<file path="config.mk">
export PLATFORM = sky130hd
export DESIGN_NAME = alu_issue_stage
export DESIGN_NICKNAME = d
export VERILOG_FILES = /design/src/rtl/alu_issue_pkg.sv /design/src/rtl/alu_issue_decode.sv /design/src/rtl/alu_issue_stage.sv
export SDC_FILE = /design/constraint.sdc
export NUM_CORES = 1
export LEC_CHECK = 0
export ABC_AREA = 1
export CAP_MARGIN = 20
export CORE_ASPECT_RATIO = 1.25
export CORE_MARGIN = 1.5
export CORE_UTILIZATION = 37
export DETAILED_ROUTE_END_ITERATION = 6
export HOLD_SLACK_MARGIN = 0.02
export PLACE_DENSITY = 0.81
export SLEW_MARGIN = 0
export SYNTH_ARGS = -nofsm -noshare
export SYNTH_HDL_FRONTEND = slang
export SYNTH_SLANG_ARGS = --single-unit
</file>
<file path="constraint.sdc">
create_clock -name clk -period 1.4 [get_ports clk]
set_input_delay 0.28 -clock clk [delete_from_list [all_inputs] [get_ports clk]]
set_output_delay 0.28 -clock clk [all_outputs]
set_load 0.02 [all_outputs]
</file>
<file path="src/rtl/alu_issue_pkg.sv">
// +--------------------------------------------------------------------------+
// | alu_issue_pkg: ALU control encoding, MIPS opcode/funct codes, bundle.    |
// | Rev 1.0 - initial release                                                |
// +--------------------------------------------------------------------------+
`default_nettype none

package alu_issue_pkg;

  localparam int c_idx_add  = 11;
  localparam int c_idx_sub  = 10;
  localparam int c_idx_slt  = 9;
  localparam int c_idx_sltu = 8;
  localparam int c_idx_and  = 7;
  localparam int c_idx_nor  = 6;
  localparam int c_idx_or   = 5;
  localparam int c_idx_xor  = 4;
  localparam int c_idx_sll  = 3;
  localparam int c_idx_srl  = 2;
  localparam int c_idx_sra  = 1;
  localparam int c_idx_lui  = 0;

  localparam logic [11:0] c_alu_add  = 12'b1 << c_idx_add;
  localparam logic [11:0] c_alu_sub  = 12'b1 << c_idx_sub;
  localparam logic [11:0] c_alu_slt  = 12'b1 << c_idx_slt;
  localparam logic [11:0] c_alu_sltu = 12'b1 << c_idx_sltu;
  localparam logic [11:0] c_alu_and  = 12'b1 << c_idx_and;
  localparam logic [11:0] c_alu_nor  = 12'b1 << c_idx_nor;
  localparam logic [11:0] c_alu_or   = 12'b1 << c_idx_or;
  localparam logic [11:0] c_alu_xor  = 12'b1 << c_idx_xor;
  localparam logic [11:0] c_alu_sll  = 12'b1 << c_idx_sll;
  localparam logic [11:0] c_alu_srl  = 12'b1 << c_idx_srl;
  localparam logic [11:0] c_alu_sra  = 12'b1 << c_idx_sra;
  localparam logic [11:0] c_alu_lui  = 12'b1 << c_idx_lui;

  localparam logic [5:0] c_op_special = 6'h00;
  localparam logic [5:0] c_op_addi    = 6'h08;
  localparam logic [5:0] c_op_addiu   = 6'h09;
  localparam logic [5:0] c_op_slti    = 6'h0A;
  localparam logic [5:0] c_op_sltiu   = 6'h0B;
  localparam logic [5:0] c_op_andi    = 6'h0C;
  localparam logic [5:0] c_op_ori     = 6'h0D;
  localparam logic [5:0] c_op_xori    = 6'h0E;
  localparam logic [5:0] c_op_lui     = 6'h0F;

  localparam logic [5:0] c_fn_sll  = 6'h00;
  localparam logic [5:0] c_fn_srl  = 6'h02;
  localparam logic [5:0] c_fn_sra  = 6'h03;
  localparam logic [5:0] c_fn_sllv = 6'h04;
  localparam logic [5:0] c_fn_srlv = 6'h06;
  localparam logic [5:0] c_fn_srav = 6'h07;
  localparam logic [5:0] c_fn_add  = 6'h20;
  localparam logic [5:0] c_fn_addu = 6'h21;
  localparam logic [5:0] c_fn_sub  = 6'h22;
  localparam logic [5:0] c_fn_subu = 6'h23;
  localparam logic [5:0] c_fn_and  = 6'h24;
  localparam logic [5:0] c_fn_or   = 6'h25;
  localparam logic [5:0] c_fn_xor  = 6'h26;
  localparam logic [5:0] c_fn_nor  = 6'h27;
  localparam logic [5:0] c_fn_slt  = 6'h2A;
  localparam logic [5:0] c_fn_sltu = 6'h2B;

  typedef struct packed {
    logic [11:0] alu_control;
    logic [31:0] src1;
    logic [31:0] src2;
    logic [4:0]  dest;
    logic        wen;
    logic        illegal;
    logic [31:0] pc;
  } issue_bundle_t;

  function automatic logic [31:0] sign_ext16(input logic [15:0] imm);
    return {{16{imm[15]}}, imm};
  endfunction

  function automatic logic [31:0] zero_ext16(input logic [15:0] imm);
    return {16'd0, imm};
  endfunction

endpackage

`default_nettype wire

</file>
<file path="src/rtl/alu_issue_decode.sv">
// +--------------------------------------------------------------------------+
// | alu_issue_decode: combinational decode of ALU-class MIPS instructions.   |
// | Rev 1.0 - initial release                                                |
// +--------------------------------------------------------------------------+
`default_nettype none

module alu_issue_decode
  import alu_issue_pkg::*;
#(
  parameter int ZERO_DEST_SUPPRESS = 1
) (
  input  logic [31:0] inst,
  input  logic [31:0] rs_value,
  input  logic [31:0] rt_value,
  output logic [11:0] alu_control,
  output logic [31:0] src1,
  output logic [31:0] src2,
  output logic [4:0]  dest,
  output logic        wen,
  output logic        illegal
);

  logic [5:0]  w_op;
  logic [4:0]  w_rt;
  logic [4:0]  w_rd;
  logic [4:0]  w_sa;
  logic [5:0]  w_funct;
  logic [15:0] w_imm;
  logic        w_legal;
  logic        w_unused_rs_field;

  assign w_op    = inst[31:26];
  assign w_rt    = inst[20:16];
  assign w_rd    = inst[15:11];
  assign w_sa    = inst[10:6];
  assign w_funct = inst[5:0];
  assign w_imm   = inst[15:0];

  // The rs index was already consumed by the regfile read upstream.
  assign w_unused_rs_field = ^inst[25:21];

  always_comb begin
    alu_control = '0;
    src1        = '0;
    src2        = '0;
    dest        = '0;
    w_legal     = 1'b0;
    case (w_op)
      c_op_special: begin
        w_legal = 1'b1;
        dest    = w_rd;
        src1    = rs_value;
        src2    = rt_value;
        case (w_funct)
          c_fn_add,  c_fn_addu: alu_control = c_alu_add;
          c_fn_sub,  c_fn_subu: alu_control = c_alu_sub;
          c_fn_slt:             alu_control = c_alu_slt;
          c_fn_sltu:            alu_control = c_alu_sltu;
          c_fn_and:             alu_control = c_alu_and;
          c_fn_or:              alu_control = c_alu_or;
          c_fn_xor:             alu_control = c_alu_xor;
          c_fn_nor:             alu_control = c_alu_nor;
          c_fn_sll,  c_fn_sllv: alu_control = c_alu_sll;
          c_fn_srl,  c_fn_srlv: alu_control = c_alu_srl;
          c_fn_sra,  c_fn_srav: alu_control = c_alu_sra;
          default:              w_legal     = 1'b0;
        endcase
        // Immediate shifts take the shift amount from the sa field.
        if (w_funct == c_fn_sll || w_funct == c_fn_srl || w_funct == c_fn_sra)
          src1 = {27'd0, w_sa};
      end
      c_op_addi, c_op_addiu, c_op_slti, c_op_sltiu: begin
        w_legal     = 1'b1;
        dest        = w_rt;
        src1        = rs_value;
        src2        = sign_ext16(w_imm);
        alu_control = (w_op == c_op_slti)  ? c_alu_slt  :
                      (w_op == c_op_sltiu) ? c_alu_sltu : c_alu_add;
      end
      c_op_andi, c_op_ori, c_op_xori: begin
        w_legal     = 1'b1;
        dest        = w_rt;
        src1        = rs_value;
        src2        = zero_ext16(w_imm);
        alu_control = (w_op == c_op_andi) ? c_alu_and :
                      (w_op == c_op_ori)  ? c_alu_or  : c_alu_xor;
      end
      c_op_lui: begin
        w_legal     = 1'b1;
        dest        = w_rt;
        src2        = zero_ext16(w_imm);
        alu_control = c_alu_lui;
      end
      default: w_legal = 1'b0;
    endcase
    if (!w_legal) begin
      alu_control = '0;
      src1        = '0;
      src2        = '0;
      dest        = '0;
    end
  end

  assign illegal = ~w_legal;
  assign wen     = w_legal & ~((ZERO_DEST_SUPPRESS != 0) && (dest == 5'd0));

endmodule

`default_nettype wire

</file>
<file path="src/rtl/alu_issue_stage.sv">
// +--------------------------------------------------------------------------+
// | alu_issue_stage: ID/EXE register with valid/ready handshake for the ALU. |
// | Optional one-entry skid buffer: define ALU_ISSUE_SKID_EN.                |
// | Rev 1.0 - initial release                                                |
// +--------------------------------------------------------------------------+
`default_nettype none

module alu_issue_stage
  import alu_issue_pkg::*;
#(
  parameter int ZERO_DEST_SUPPRESS = 1
) (
  input  logic        clk,
  input  logic        resetn,
  input  logic        flush,
  input  logic        in_valid,
  output logic        in_ready,
  input  logic [31:0] in_inst,
  input  logic [31:0] in_pc,
  input  logic [31:0] in_rs_value,
  input  logic [31:0] in_rt_value,
  output logic        out_valid,
  input  logic        out_ready,
  output logic [11:0] out_alu_control,
  output logic [31:0] out_alu_src1,
  output logic [31:0] out_alu_src2,
  output logic [4:0]  out_dest,
  output logic        out_wen,
  output logic        out_illegal,
  output logic [31:0] out_pc
);

  logic [11:0]   w_ctl;
  logic [31:0]   w_src1;
  logic [31:0]   w_src2;
  logic [4:0]    w_dest;
  logic          w_wen;
  logic          w_illegal;
  issue_bundle_t w_dec;
  issue_bundle_t r_out;
  logic          r_out_valid;
  logic          w_accept;

  alu_issue_decode #(
    .ZERO_DEST_SUPPRESS(ZERO_DEST_SUPPRESS)
  ) u_decode (
    .inst        (in_inst),
    .rs_value    (in_rs_value),
    .rt_value    (in_rt_value),
    .alu_control (w_ctl),
    .src1        (w_src1),
    .src2        (w_src2),
    .dest        (w_dest),
    .wen         (w_wen),
    .illegal     (w_illegal)
  );

  assign w_dec = '{alu_control: w_ctl, src1: w_src1, src2: w_src2, dest: w_dest,
                   wen: w_wen, illegal: w_illegal, pc: in_pc};

`ifdef ALU_ISSUE_SKID_EN
  issue_bundle_t r_skid;
  logic          r_skid_valid;

  // Registered-only ready: out_ready never reaches in_ready combinationally.
  assign in_ready = ~r_skid_valid;
  assign w_accept = in_valid & in_ready;

  always_ff @(posedge clk or negedge resetn) begin
    if (!resetn) begin
      r_out        <= '0;
      r_out_valid  <= 1'b0;
      r_skid       <= '0;
      r_skid_valid <= 1'b0;
    end else if (flush) begin
      r_out_valid  <= 1'b0;
      r_skid_valid <= 1'b0;
    end else if (!r_out_valid || out_ready) begin
      if (r_skid_valid) begin
        r_out        <= r_skid;
        r_out_valid  <= 1'b1;
        r_skid_valid <= 1'b0;
      end else if (w_accept) begin
        r_out       <= w_dec;
        r_out_valid <= 1'b1;
      end else begin
        r_out_valid <= 1'b0;
      end
    end else if (w_accept) begin
      r_skid       <= w_dec;
      r_skid_valid <= 1'b1;
    end
  end
`else
  assign in_ready = ~r_out_valid | out_ready;
  assign w_accept = in_valid & in_ready;

  always_ff @(posedge clk or negedge resetn) begin
    if (!resetn) begin
      r_out       <= '0;
      r_out_valid <= 1'b0;
    end else if (flush) begin
      r_out_valid <= 1'b0;
    end else if (w_accept) begin
      r_out       <= w_dec;
      r_out_valid <= 1'b1;
    end else if (out_ready) begin
      r_out_valid <= 1'b0;
    end
  end
`endif

  assign out_valid       = r_out_valid;
  assign out_alu_control = r_out.alu_control;
  assign out_alu_src1    = r_out.src1;
  assign out_alu_src2    = r_out.src2;
  assign out_dest        = r_out.dest;
  assign out_wen         = r_out.wen;
  assign out_illegal     = r_out.illegal;
  assign out_pc          = r_out.pc;

endmodule

`default_nettype wire

</file>
=== Word level (Yosys, flattened, before mapping) ===
Index checks and enable logic that the tools add are counted.

* Output and inout port bits: 117
* Input port bits: 133
* Word-level logic and storage cells: 75
* Register bits after elaboration: 116

* Bitwise operators: 7
* Equal/unequal tests: 23
* Reduce and logical (&&, ||, !) cells: 18
* Muxes and demuxes: 19

{| class="wikitable"
|+ Operator list
! cell !! number
|-
| 12-bit case mux with 11 select lines || 1
|-
| 32-bit two-way mux || 3
|-
| 32-bit case mux with 3 select lines || 1
|-
| 32-bit case mux with 2 select lines || 1
|-
| 6-bit equality test, second input constant || 10
|-
| 6-bit by 4-bit equality test with 1-bit output, second input constant || 8
|-
| 12-bit two-way mux || 4
|-
| 12-bit case mux with 4 select lines || 1
|-
| 6-bit by 3-bit equality test with 1-bit output, second input constant || 3
|-
| 16-bit OR reduction || 1
|-
| 6-bit by 2-bit equality test with 1-bit output, second input constant || 2
|-
| 6-bit logical NOT || 2
|-
| 5-bit case mux with 2 select lines || 1
|-
| 2-bit OR reduction || 5
|-
| 4-bit OR reduction || 2
|-
| 8-bit OR reduction || 1
|-
| 7-bit OR reduction || 1
|-
| 6-bit two-way mux || 1
|-
| 5-bit logical NOT || 1
|-
| 5-bit two-way mux || 1
|-
| 1-bit two-way mux || 4
|-
| 1-bit inverter || 4
|-
| 3-bit nonzero test || 1
|-
| 3-bit OR reduction || 1
|-
| 5 further kinds || 7
|}

=== Logic depth before layout (Yosys ltp) ===
Gate-level depths: netlist (run 1).

* Depth in word-level cells: 8
* Gate-level depth with buffers: 14
* Gate-level depth less buffers: 13

=== Hierarchy ===
Synthesis (run 1) repeated with hierarchy kept, for this count alone.

* Cell total of the unflattened synthesis: 750
* Area, all modules: 5,818.1 sq um

{| class="wikitable"
|+ Modules (own cells, without submodules)
! module !! cells an instance !! seq. area each (sq um) !! area an instance (sq um) !! times used
|-
| alu_issue_stage || 503 || 2,902.8 || 4,545.6 || 1
|-
| alu_issue_decode || 247 || 0.0 || 1,272.5 || 1
|}

=== Worst setup path after synthesis (run 1) ===
OpenSTA, ideal clock, no wires.

* Path kind: reg2reg
* From: register r_out_valid (netlist: out_valid)
* To: register r_out (netlist bit out_alu_src2[21])
* Data required time: 1.279 ns
* Stages on the path, launching flop included: 9
* Arrival: 1.486 ns
* Path buffers: 2
* Slack: -0.207 ns
* Cells stage by stage: dfrtp_1 inv_1 nor2_1 nor3_4 inv_1 clkbuf_1 clkbuf_1 nand2_1 nand3_2

* Longest elaborated chain between the ends: 4

{| class="wikitable"
|+ RTL lines
! element !! RTL line !! RTL
|-
| start, declared || alu_issue_stage.sv:41 || <nowiki>logic r_out_valid;</nowiki>
|-
| start signal, assigned || alu_issue_stage.sv:101 || <nowiki>r_out_valid <= 1'b0;</nowiki>
|-
| start signal, assigned || alu_issue_stage.sv:103 || <nowiki>r_out_valid <= 1'b0;</nowiki>
|-
| start signal, assigned || alu_issue_stage.sv:106 || <nowiki>r_out_valid <= 1'b1;</nowiki>
|-
| 1-bit inverter || alu_issue_stage.sv:95 || <nowiki>assign in_ready = ~r_out_valid | out_ready;</nowiki>
|-
| 1-bit OR || alu_issue_stage.sv:95 ||
|-
| 1-bit AND || alu_issue_stage.sv:96 || <nowiki>assign w_accept = in_valid & in_ready;</nowiki>
|-
| 2-bit AND reduction (no line) || - ||
|-
| end signal, assigned || alu_issue_stage.sv:105 || <nowiki>r_out <= w_dec;</nowiki>
|-
| end, declared || alu_issue_stage.sv:40 || <nowiki>issue_bundle_t r_out;</nowiki>
|}

Every way passes these cells.
A chain may end at the register's enable or synchronous reset.

=== Worst setup path in the final report (run 1) ===
* From: register r_out_valid (netlist: out_valid)
* To: register r_out (netlist bit out_alu_src1[16])

Same word-level chain as after synthesis.

==> flow_metrics.py, run 1 <==
metrics = {
    "outcome": {
        "run_status": "complete, but fails checks",
        "failed_checks": "negative setup slack",
    },
    "sta": {
        "fin_hold_ws_ns": 0.275,
        "skew_ns": 0.00623,
        "tightest_slew_ns": 0.370,
        "post-route-min-period_ns": 1.62,
        "max_clock_freq_mhz": 618,
        "rsz0062_at_grt": "yes",
        "setup_tns_ns": -12.89,
        "finalSetupViolations": 119,
        "slew_violations": 0,
        "slew_headroom_pct": 75.3,
        "finalHoldViolations": 0,
        "setup_slack_ns": -0.219,
        "finalCritPeriodShare_pct": 116,
    },
    "logic_synthesis": {
        "ys_types": 33,
        "async_flop_share_pct": 100,
        "synth_seq_cells": 116,
        "syn_inst": 601,
        "synth_flop_cell": "dfrtp_1",
        "syn_avg_cell_area_sq_um": 8.47,
        "yosys_warnings": 0,
        "synth_edf_count": 0,
        "syn_area_sq_um": 5090,
        "seq_area_frac_synth_pct": 57.0,
        "syn-num-nets": 734,
    },
    "hold_path": {
        "hp-start": "in_inst[5]",
        "hp-class": "in2reg",
        "min_to": "out_alu_control[2]",
        "hold_depth": 4,
    },
    "floorplan": {
        "start_util_pct": 38.1,
        "io_pins": 250,
        "die_y_um": 134,
        "dieArea_sq_um": 14500,
        "rows": 47,
        "die_w_um": 108,
        "fp.coreArea_sq_um": 13300,
    },
    "detailed_routing": {
        "first_iter_violations": 383,
        "vias_per_cell": 5.20,
        "vias": 5859,
        "wl_mm": 23.0,
        "dr.pass1.iters": 5,
        "postRouteAntennaNets": 0,
        "wl_per_cell_um": 20.4,
        "drt_drc_violations_left": 0,
    },
    "cts": {
        "clk_latency_ns": 0.41,
        "cts_max_level": 4,
        "clock_sinks": 116,
        "cts_buffers": 17,
        "root_buffer": "clkbuf_16",
        "clockBufferDepth": 2,
        "cts_tree": "done",
        "clk_pin_slew_ns": 0.06,
    },
    "worst_setup_path": {
        "reg2reg_depth": 10,
        "start_kind": "register",
        "rr_startpoint": "out_valid",
        "cp_max_fo": 6,
        "endpoint_kind": "register",
        "worstPathRequired_ns": 1.68,
        "r2r_end": "out_alu_src1[16]",
        "crit_arrival_ns": 1.90,
        "regToRegSetupSlack_ns": -0.22,
        "crit_type": "reg2reg",
    },
    "cells_and_area": {
        "final_cell_count_no_fill": 1126,
        "antenna_cells": 0,
        "layout_commonest_cell": "nand2_1",
        "layout-drive-gt1-share_pct": 41.4,
        "syn2layout_area_growth_pct": 102,
        "fin_nets": 1075,
        "mostFrequentLayoutCells": "nand2_1, dfrtp_1, clkdlybuf4s50_1",
    },
    "global_routing": {
        "grt_max_degree": 34,
        "grt_pass1_wl_mm": 32.4,
        "grt_pass1_vias": 5916,
        "grt_overflow_total": 0,
        "grt_use_total_pct": 30.0,
        "antenna_found_initial": 0,
    },
    "placement": {
        "place_congestion": 0.894,
        "portBuffers": 244,
        "place_inst": 1042,
        "place_hpwl_mm": 12.6,
    },
    "flow_run": {
        "cap_violations": 0,
    },
    "power": {
        "p_total_mw": 10.3,
        "power_density_nw_per_um2": 1000,
        "ir_drop_v": 0.000700,
        "p_leak_nw": 5.20,
    },
}
## cells in the mapped netlist (2+ instances only)
cell type / instances / area [sq um]
nand2_1: 279 / 1050
inv_1: 16 / 60.1
o31ai_1: 2 / 15.0
nand2_4: 3 / 33.8
nand3_1: 38 / 190
buf_6: 2 / 22.5
clkbuf_1: 16 / 60.1
o21ai_0: 55 / 275
nor2_1: 14 / 52.6
nor2_4: 2 / 22.5
nand3_2: 2 / 20.0
a22oi_1: 15 / 113
dfrtp_1: 116 / 2900
nand4_1: 3 / 18.8
inv_2: 5 / 18.8
buf_4: 2 / 15.0
buf_2: 10 / 50.1
nand3b_1: 2 / 15.0
a21oi_1: 2 / 10.0
o21ai_1: 2 / 10.0
nor2_2: 3 / 18.8
## stage by stage
stage | utilization, % | area (sq um) | setup slack [ns]
floorplan | - | 5220 | -0.152
global placement | 61.1 | 8160 | -0.679
detailed placement | 61.1 | 8160 | -0.790
CTS | 75.0 | 10000 | -0.178
global route | 77.0 | 10300 | -0.263
finish | 77.0 | 10300 | -0.219
## cell type report
class	count	area, sq um
clock buffer	17	425
clock inverter	15	218
fill	843	3070
inverter	22	114
multi-input combinational	433	2730
sequential	116	2900
tap	171	214
timing repair buffer	351	3640
timing repair inverter	1	30.0
## per-layer routing
metal  share of wire [%]  global-route usage [%]  wire length, um
met1                  35                    34.0             8120
met2                  52                    53.1            12000
met3                 6.4                    5.44             1460
met4                 5.9                    15.9             1370
met5                   0                       0                0
## what timing repair did
item | 4_1_cts | 5_1_grt
hold endpoints to repair | 12 | 0
gates resized for setup | 341 | 251
buffers inserted | 24 | 9
hold buffers | 1 | 0
pin swaps | 30 | 10
setup endpoints to repair | 197 | 203
gates cloned | 20 | 8
## critical path: stages, from the launching register on
cell and delay [ns]:
dfrtp_2 0.41, inv_2 0.07, nor2_4 0.04, nor3_4 0.14
buf_6 0.15, buf_12 0.13, clkinv_16 0.06, buf_16 0.16
buf_16 0.15, nand2_2 0.08, o21ai_1 0.09
## state kept, by name (all words and copies together) (netlist names)
signal           count
out_alu_control     12
out_alu_src1        32
out_alu_src2        32
out_dest             5
out_illegal          1
out_pc              32
out_valid            1
out_wen              1
## worst max path at each step
stage | from | endpoint | slack, ns
final | out_valid | out_alu_src1[16] | -0.22
after global routing | out_valid | out_alu_src1[16] | -0.26
after CTS | out_valid | out_alu_control[3] | -0.18
after detailed placement | in_inst[1] | out_alu_control[2] | -0.79
after global placement | in_inst[4] | out_alu_control[1] | -0.68
after floorplan | in_inst[1] | out_alu_src2[23] | -0.15
## cells by family (layout without fill, tap and decap cells)
logic type | count (synthesis) | in the layout | synth area share, %
compound gates | 80 | 80 | 9.02
buf+inv | 53 | 406 | 4.69
flops | 116 | 116 | 57.0
simple gates | 352 | 353 | 29.3
## where the power goes
part	switching [mW]	internal (mW)	total [mW]
Sequential	0.113	3.52	3.64
Clock	1.77	3.04	4.81
Combinational	0.950	0.925	1.87
Note: power is estimated with default switching activity, not from simulation.
==> run 2, diff against run 1 <==
==> constraint.sdc (replaced) <==
create_clock -name clk -period 1.4 [get_ports clk]
set_input_delay 0.35 -clock clk [delete_from_list [all_inputs] [get_ports clk]]
set_output_delay 0.35 -clock clk [all_outputs]
set_load 0.02 [all_outputs]
==> run 2 against run 1 <==
Compared with the run above: the run still ends with negative setup slack left; worst setup slack better by 0.14 ns; register-to-register slack gained 0.19 ns; wire length decreased by 17%; non-clock buffer count is 29 lower; total power down 11%; sequential share of layout area rose by 3.8 points.
==> flow_metrics.py, run 2 (same netlist as run 1, synthesis figures left out) <==
metrics = {
    "sta": {
        "skew_ns": 0.00794,
        "setup_tns_ns": -1.85,
        "slew_violations": 0,
        "finalHoldViolations": 0,
        "tightest_slew_ns": 0.421,
        "rsz0062_at_grt": "yes",
        "max_clock_freq_mhz": 677,
        "finalCritPeriodShare_pct": 106,
        "post-route-min-period_ns": 1.48,
        "slew_headroom_pct": 71.9,
        "setup_slack_ns": -0.0778,
        "finalSetupViolations": 65,
    },
    "detailed_routing": {
        "first_iter_violations": 350,
        "wl_per_cell_um": 17.4,
        "postRouteAntennaNets": 0,
        "drt_drc_violations_left": 0,
        "vias": 5451,
        "dr.pass1.iters": 7,
        "vias_per_cell": 4.97,
        "wl_mm": 19.0,
    },
    "worst_setup_path": {
        "max_stage_delay_ns": 0.14,
        "crit_top_cell": "nand2_2",
        "regToRegSetupSlack_ns": -0.03,
        "crit_family": "simple AND/OR/NAND/NOR gates",
        "endpoint_kind": "register",
        "slowest_stage": "buf_6",
        "start_kind": "input port",
        "crit_arrival_ns": 1.81,
        "reg2reg_depth": 10,
        "path_buf_inv": 4,
        "cp_cell_sequence": "buf_4 > inv_2 > nand2_2 > nor2_2 > nand2_2 > nand2_4 > nor2_4 > nand2_2 > nand2_2 > nand2_4 > nand2_8 > nor2_8 > buf_6 > buf_12 > nand2_2 > nand3_2",
        "worstPathRequired_ns": 1.73,
        "cp_max_fo": 5,
        "r2r_end": "out_alu_src2[31]",
        "crit_type": "in2reg",
        "rr_startpoint": "out_valid",
    },
    "cts": {
        "clock_sinks": 116,
        "cts_max_level": 4,
        "clk_pin_slew_ns": 0.06,
        "clockBufferDepth": 2,
        "cts_tree": "done",
        "clk_latency_ns": 0.40,
        "root_buffer": "clkbuf_16",
        "cts_buffers": 17,
    },
    "global_routing": {
        "grt_pass1_vias": 5463,
        "antenna_found_initial": 0,
        "grt_overflow_total": 0,
        "grt_max_degree": 66,
        "grt_use_total_pct": 25.5,
        "grt_pass1_wl_mm": 28.1,
    },
    "placement": {
        "place_hpwl_mm": 12.4,
        "portBuffers": 244,
        "place_inst": 1041,
        "place_congestion": 0.897,
        "placed_cell_area_sq_um": 8210,
    },
    "power": {
        "switching_share_pct": 27.2,
        "internal-power_mw": 6.71,
        "p_leak_nw": 4.74,
        "power_density_nw_per_um2": 1020,
        "combPwrFrac_pct": 16.6,
        "p_total_mw": 9.22,
        "p_clk_share_pct": 44.2,
        "ir_drop_v": 0.000687,
        "switchingPower_mw": 2.51,
        "p_seq_share_pct": 39.2,
    },
    "cells_and_area": {
        "final_util_pct": 67.9,
        "fin_nets": 1045,
        "syn2layout_area_growth_pct": 77.9,
        "layout_commonest_cell": "nand2_1",
        "layout-drive-gt1-share_pct": 40.4,
        "num-fill-cells": 1066,
        "final_area_sq_um": 9060,
        "final_cell_count_no_fill": 1096,
        "mostFrequentLayoutCells": "nand2_1, dfrtp_1, buf_2",
        "antenna_cells": 0,
    },
    "hold_path": {
        "hp-class": "in2reg",
        "min_to": "out_alu_control[2]",
        "hold_depth": 4,
        "hp-start": "in_inst[5]",
    },
    "floorplan": {
        "die_y_um": 134,
        "fp.coreArea_sq_um": 13300,
        "dieArea_sq_um": 14500,
        "start_util_pct": 38.1,
        "rows": 47,
        "io_pins": 250,
        "die_w_um": 108,
    },
    "outcome": {
        "failed_checks": "negative setup slack",
        "run_status": "complete, but fails checks",
    },
    "flow_run": {
        "cap_violations": 0,
    },
}
## run 2: worst max path at each step
| stage | cells after the start | from | endpoint | slack [ns] |
|---|---|---|---|---|
| floorplan | 8 | out_valid | out_alu_src2[16] | -0.20 |
| global placement | 11 | in_inst[27] | out_alu_src1[1] | -0.72 |
| detailed placement | 13 | in_inst[4] | out_alu_src2[25] | -0.78 |
| CTS | 4 | out_valid | in_ready | -0.1 |
| global route | 15 | in_inst[1] | out_alu_src1[0] | -0.15 |
| finish | 16 | in_inst[3] | out_alu_src2[31] | -0.08 |
## run 2: power groups by stage
stage                     sequential, mW  clock [mW]  combinational [mW]
after floorplan                     3.88           0               0.380
after global placement              3.67           0                1.55
after detailed placement            3.67           0                1.57
after CTS                           3.61        4.16                1.52
after global routing                3.63        4.31                1.65
final                               3.61        4.08                1.53
## run 2: worst min-delay path, stage by stage
cell and delay (ns):
buf_6 0.10, nor2_4 0.06, nand3_1 0.07, o21ai_1 0.06
## run 2: per-stage QoR
step	hold slack (ns)	worst slack (ns)
detailed placement	0.156	-0.779
finish	0.282	-0.0778
global placement	0.156	-0.718
floorplan	0.0544	-0.201
global route	0.282	-0.148
CTS	0.271	-0.0953
## run 2: area by class of cell
cell class / count / area, sq um / area share [%]
clock inverter: 12 / 106 / 1.17
inverter: 22 / 111 / 1.23
timing repair buffer: 322 / 2780 / 30.7
tap: 171 / 214 / 2.36
multi-input combinational: 433 / 2490 / 27.5
sequential: 116 / 2900 / 32.1
clock buffer: 20 / 447 / 4.93
## run 2: per-layer routing
| layer | routed length (um) | vias to the layer above | GRT usage (%) |
|---|---|---|---|
| li1 | - | 2565 | - |
| met1 | 6920 | 2578 | 28.4 |
| met2 | 10100 | 246 | 44.6 |
| met3 | 1150 | 62 | 6.07 |
| met4 | 807 | 0 | 13.7 |
| met5 | 0 | - | 0 |
## run 2: timing repair
action                                 4_1_cts  5_1_grt
setup endpoints to repair                  197      146
buffers inserted                            16        1
cloned                                       4        4
pin swaps                                   20       24
hold buffers                                 1        0
gates resized for setup                    521      151
endpoints found under the hold margin      116        0
==> run 3, diff against run 2 <==
Settings changed: CORE_UTILIZATION 37 to 41, PLACE_DENSITY 0.81 to 0.85.
Clock period 1.4 ns to 1.5 ns, I/O delays scaled along.
==> run 3 against run 2 <==
Compared with the run above: the run still ends with negative setup slack left; hold slack gained 0.046 ns; worst setup slack improved by 0.066 ns; sequential share of layout area up 0.058 points; sequential power shrank 6.4%; global-route usage grew 0.86 points; die area decreased by 9.5%; sequential cell count unchanged; core utilization is 6.8 points higher; via count shrank 1.8%; clock power down 3%; wire length down 7.8%; critical path type unchanged; critical endpoint is now out_alu_src2[27].
==> flow_metrics.py, run 3 (same netlist as run 1, synthesis figures left out) <==
metrics = {
    "cts": {
        "cts_max_level": 4,
        "clockBufferDepth": 2,
        "cts_buffers": 17,
        "clock_sinks": 116,
        "clk_pin_slew_ns": 0.05,
        "cts_tree": "done",
        "root_buffer": "clkbuf_16",
        "clk_latency_ns": 0.41,
    },
    "placement": {
        "place_inst": 1039,
        "place_hpwl_mm": 12.5,
        "portBuffers": 244,
        "place_congestion": 0.932,
    },
    "sta": {
        "setup_slack_ns": -0.0119,
        "finalHoldViolations": 0,
        "finalCritPeriodShare_pct": 101,
        "rsz0062_at_grt": "yes",
        "max_clock_freq_mhz": 661,
        "skew_ns": 0.0110,
        "post-route-min-period_ns": 1.51,
        "slew_headroom_pct": 70.9,
        "tightest_slew_ns": 0.437,
        "finalSetupViolations": 5,
        "fin_hold_ws_ns": 0.328,
        "slew_violations": 0,
    },
    "detailed_routing": {
        "wl_per_cell_um": 16.2,
        "vias_per_cell": 4.94,
        "dr.pass1.iters": 5,
        "vias": 5355,
        "postRouteAntennaNets": 0,
        "drt_drc_violations_left": 0,
        "first_iter_violations": 210,
        "wl_mm": 17.5,
    },
    "global_routing": {
        "met3_usage_pct": 6.89,
        "grtUsageMet1_pct": 29.7,
        "met2_usage_pct": 45.7,
        "grt_overflow_total": 0,
        "antenna_found_initial": 0,
        "grt_pass1_vias": 5360,
        "grt_max_degree": 50,
        "grt_use_total_pct": 26.3,
        "grt_pass1_wl_mm": 26.4,
        "busiest_layer": "met2",
    },
    "worst_setup_path": {
        "crit_type": "in2reg",
        "reg2reg_depth": 10,
        "slowest_stage": "dlygate4sd2_1",
        "crit_family": "simple AND/OR/NAND/NOR gates",
        "crit_top_cell": "buf_12",
        "path_buf_inv": 4,
        "cp_cell_sequence": "dlygate4sd2_1 > nor2_2 > nand3_4 > inv_2 > nand2_2 > nand2_4 > nand2_8 > nor2_8 > buf_12 > buf_12 > nand2_1 > nand3_1",
        "worstPathRequired_ns": 1.83,
        "endpoint_kind": "register",
        "max_stage_delay_ns": 0.30,
        "cp_max_fo": 5,
        "regToRegSetupSlack_ns": 0,
        "crit_arrival_ns": 1.84,
        "r2r_end": "out_alu_src2[27]",
        "start_kind": "input port",
        "rr_startpoint": "out_valid",
    },
    "cells_and_area": {
        "layout_commonest_cell": "nand2_1",
        "num-fill-cells": 874,
        "fin_nets": 1042,
        "antenna_cells": 0,
        "syn2layout_area_growth_pct": 77.6,
        "final_cell_count_no_fill": 1084,
        "mostFrequentLayoutCells": "nand2_1, dfrtp_1, clkdlybuf4s50_1",
        "layout-drive-gt1-share_pct": 23.3,
    },
    "hold_path": {
        "hp-start": "in_inst[5]",
        "hp-class": "in2reg",
        "min_to": "out_alu_src2[5]",
        "hold_depth": 3,
    },
    "power": {
        "p_leak_nw": 4.41,
        "ir_drop_v": 0.000792,
        "power_density_nw_per_um2": 971,
        "p_total_mw": 8.78,
    },
    "floorplan": {
        "die_y_um": 128,
        "rows": 45,
        "io_pins": 250,
        "die_w_um": 103,
        "dieArea_sq_um": 13100,
        "start_util_pct": 42.1,
        "fp.coreArea_sq_um": 12100,
    },
    "outcome": {
        "failed_checks": "negative setup slack",
        "run_status": "complete, but fails checks",
    },
    "flow_run": {
        "cap_violations": 0,
    },
}
[run 3: layer usage]
metal / routed length [um] / share of wire (%)
met1: 6470 / 37
met2: 9130 / 52
met3: 1320 / 7.5
met4: 615 / 3.5
met5: 0 / 0
[run 3: area by class of cell]
type	count	area [sq um]	share of cell area (%)
clock inverters	11	136	1.51
inverters	22	119	1.31
flip-flops and latches	116	2900	32.1
multi-input cells	433	2150	23.8
repair buffers	319	3080	34.1
well taps	164	205	2.27
clock buffers	19	443	4.90
[run 3: what timing repair did]
item,4_1_cts,5_1_grt
endpoints found under the hold margin,21,0
resized for setup,213,144
endpoints found under the setup margin,193,164
buffers inserted,8,6
cloned,2,3
pin swaps,11,14
hold buffers,1,0
[run 3: worst max path at each step]
stage / from / endpoint / slack (ns) / cells after the start
6_report: in_inst[26] / out_alu_src2[27] / -0.01 / 12
5_1_grt: out_valid / out_alu_src2[29] / -0.11 / 10
4_1_cts: out_valid / in_ready / -0.03 / 4
3_5_place_dp: in_inst[1] / out_alu_src2[22] / -0.77 / 14
3_3_place_gp: in_inst[1] / out_alu_src2[22] / -0.71 / 14
2_1_floorplan: in_inst[1] / out_alu_src2[31] / -0.11 / 14
[run 3: power breakdown]
part	internal, mW	switching (mW)
logic	0.688	0.731
clock network	2.62	1.36
registers	3.29	0.0906
[run 3: per-stage QoR]
step	TNS [ns]	util, %	setup slack (ns)	cell area [sq um]
after CTS	-0.0685	73.6	-0.0319	8910
after detailed placement	-68.26	68.0	-0.770	8230
after global placement	-63.70	68.0	-0.712	8230
final	-0.0485	74.7	-0.0119	9040
after floorplan	-9.88	-	-0.111	5250
after global routing	-3.15	74.7	-0.110	9040
[run 3: worst register-to-register path, cell delays in order (launching register included)]
cell and delay, ns:
dfrtp_2 0.41, inv_2 0.07, nor2_4 0.04, nor3_4 0.19, buf_12 0.16, nand2_8 0.07, nor2_8 0.12, buf_12 0.14
buf_12 0.11, nand2_1 0.05, nand3_1 0.07
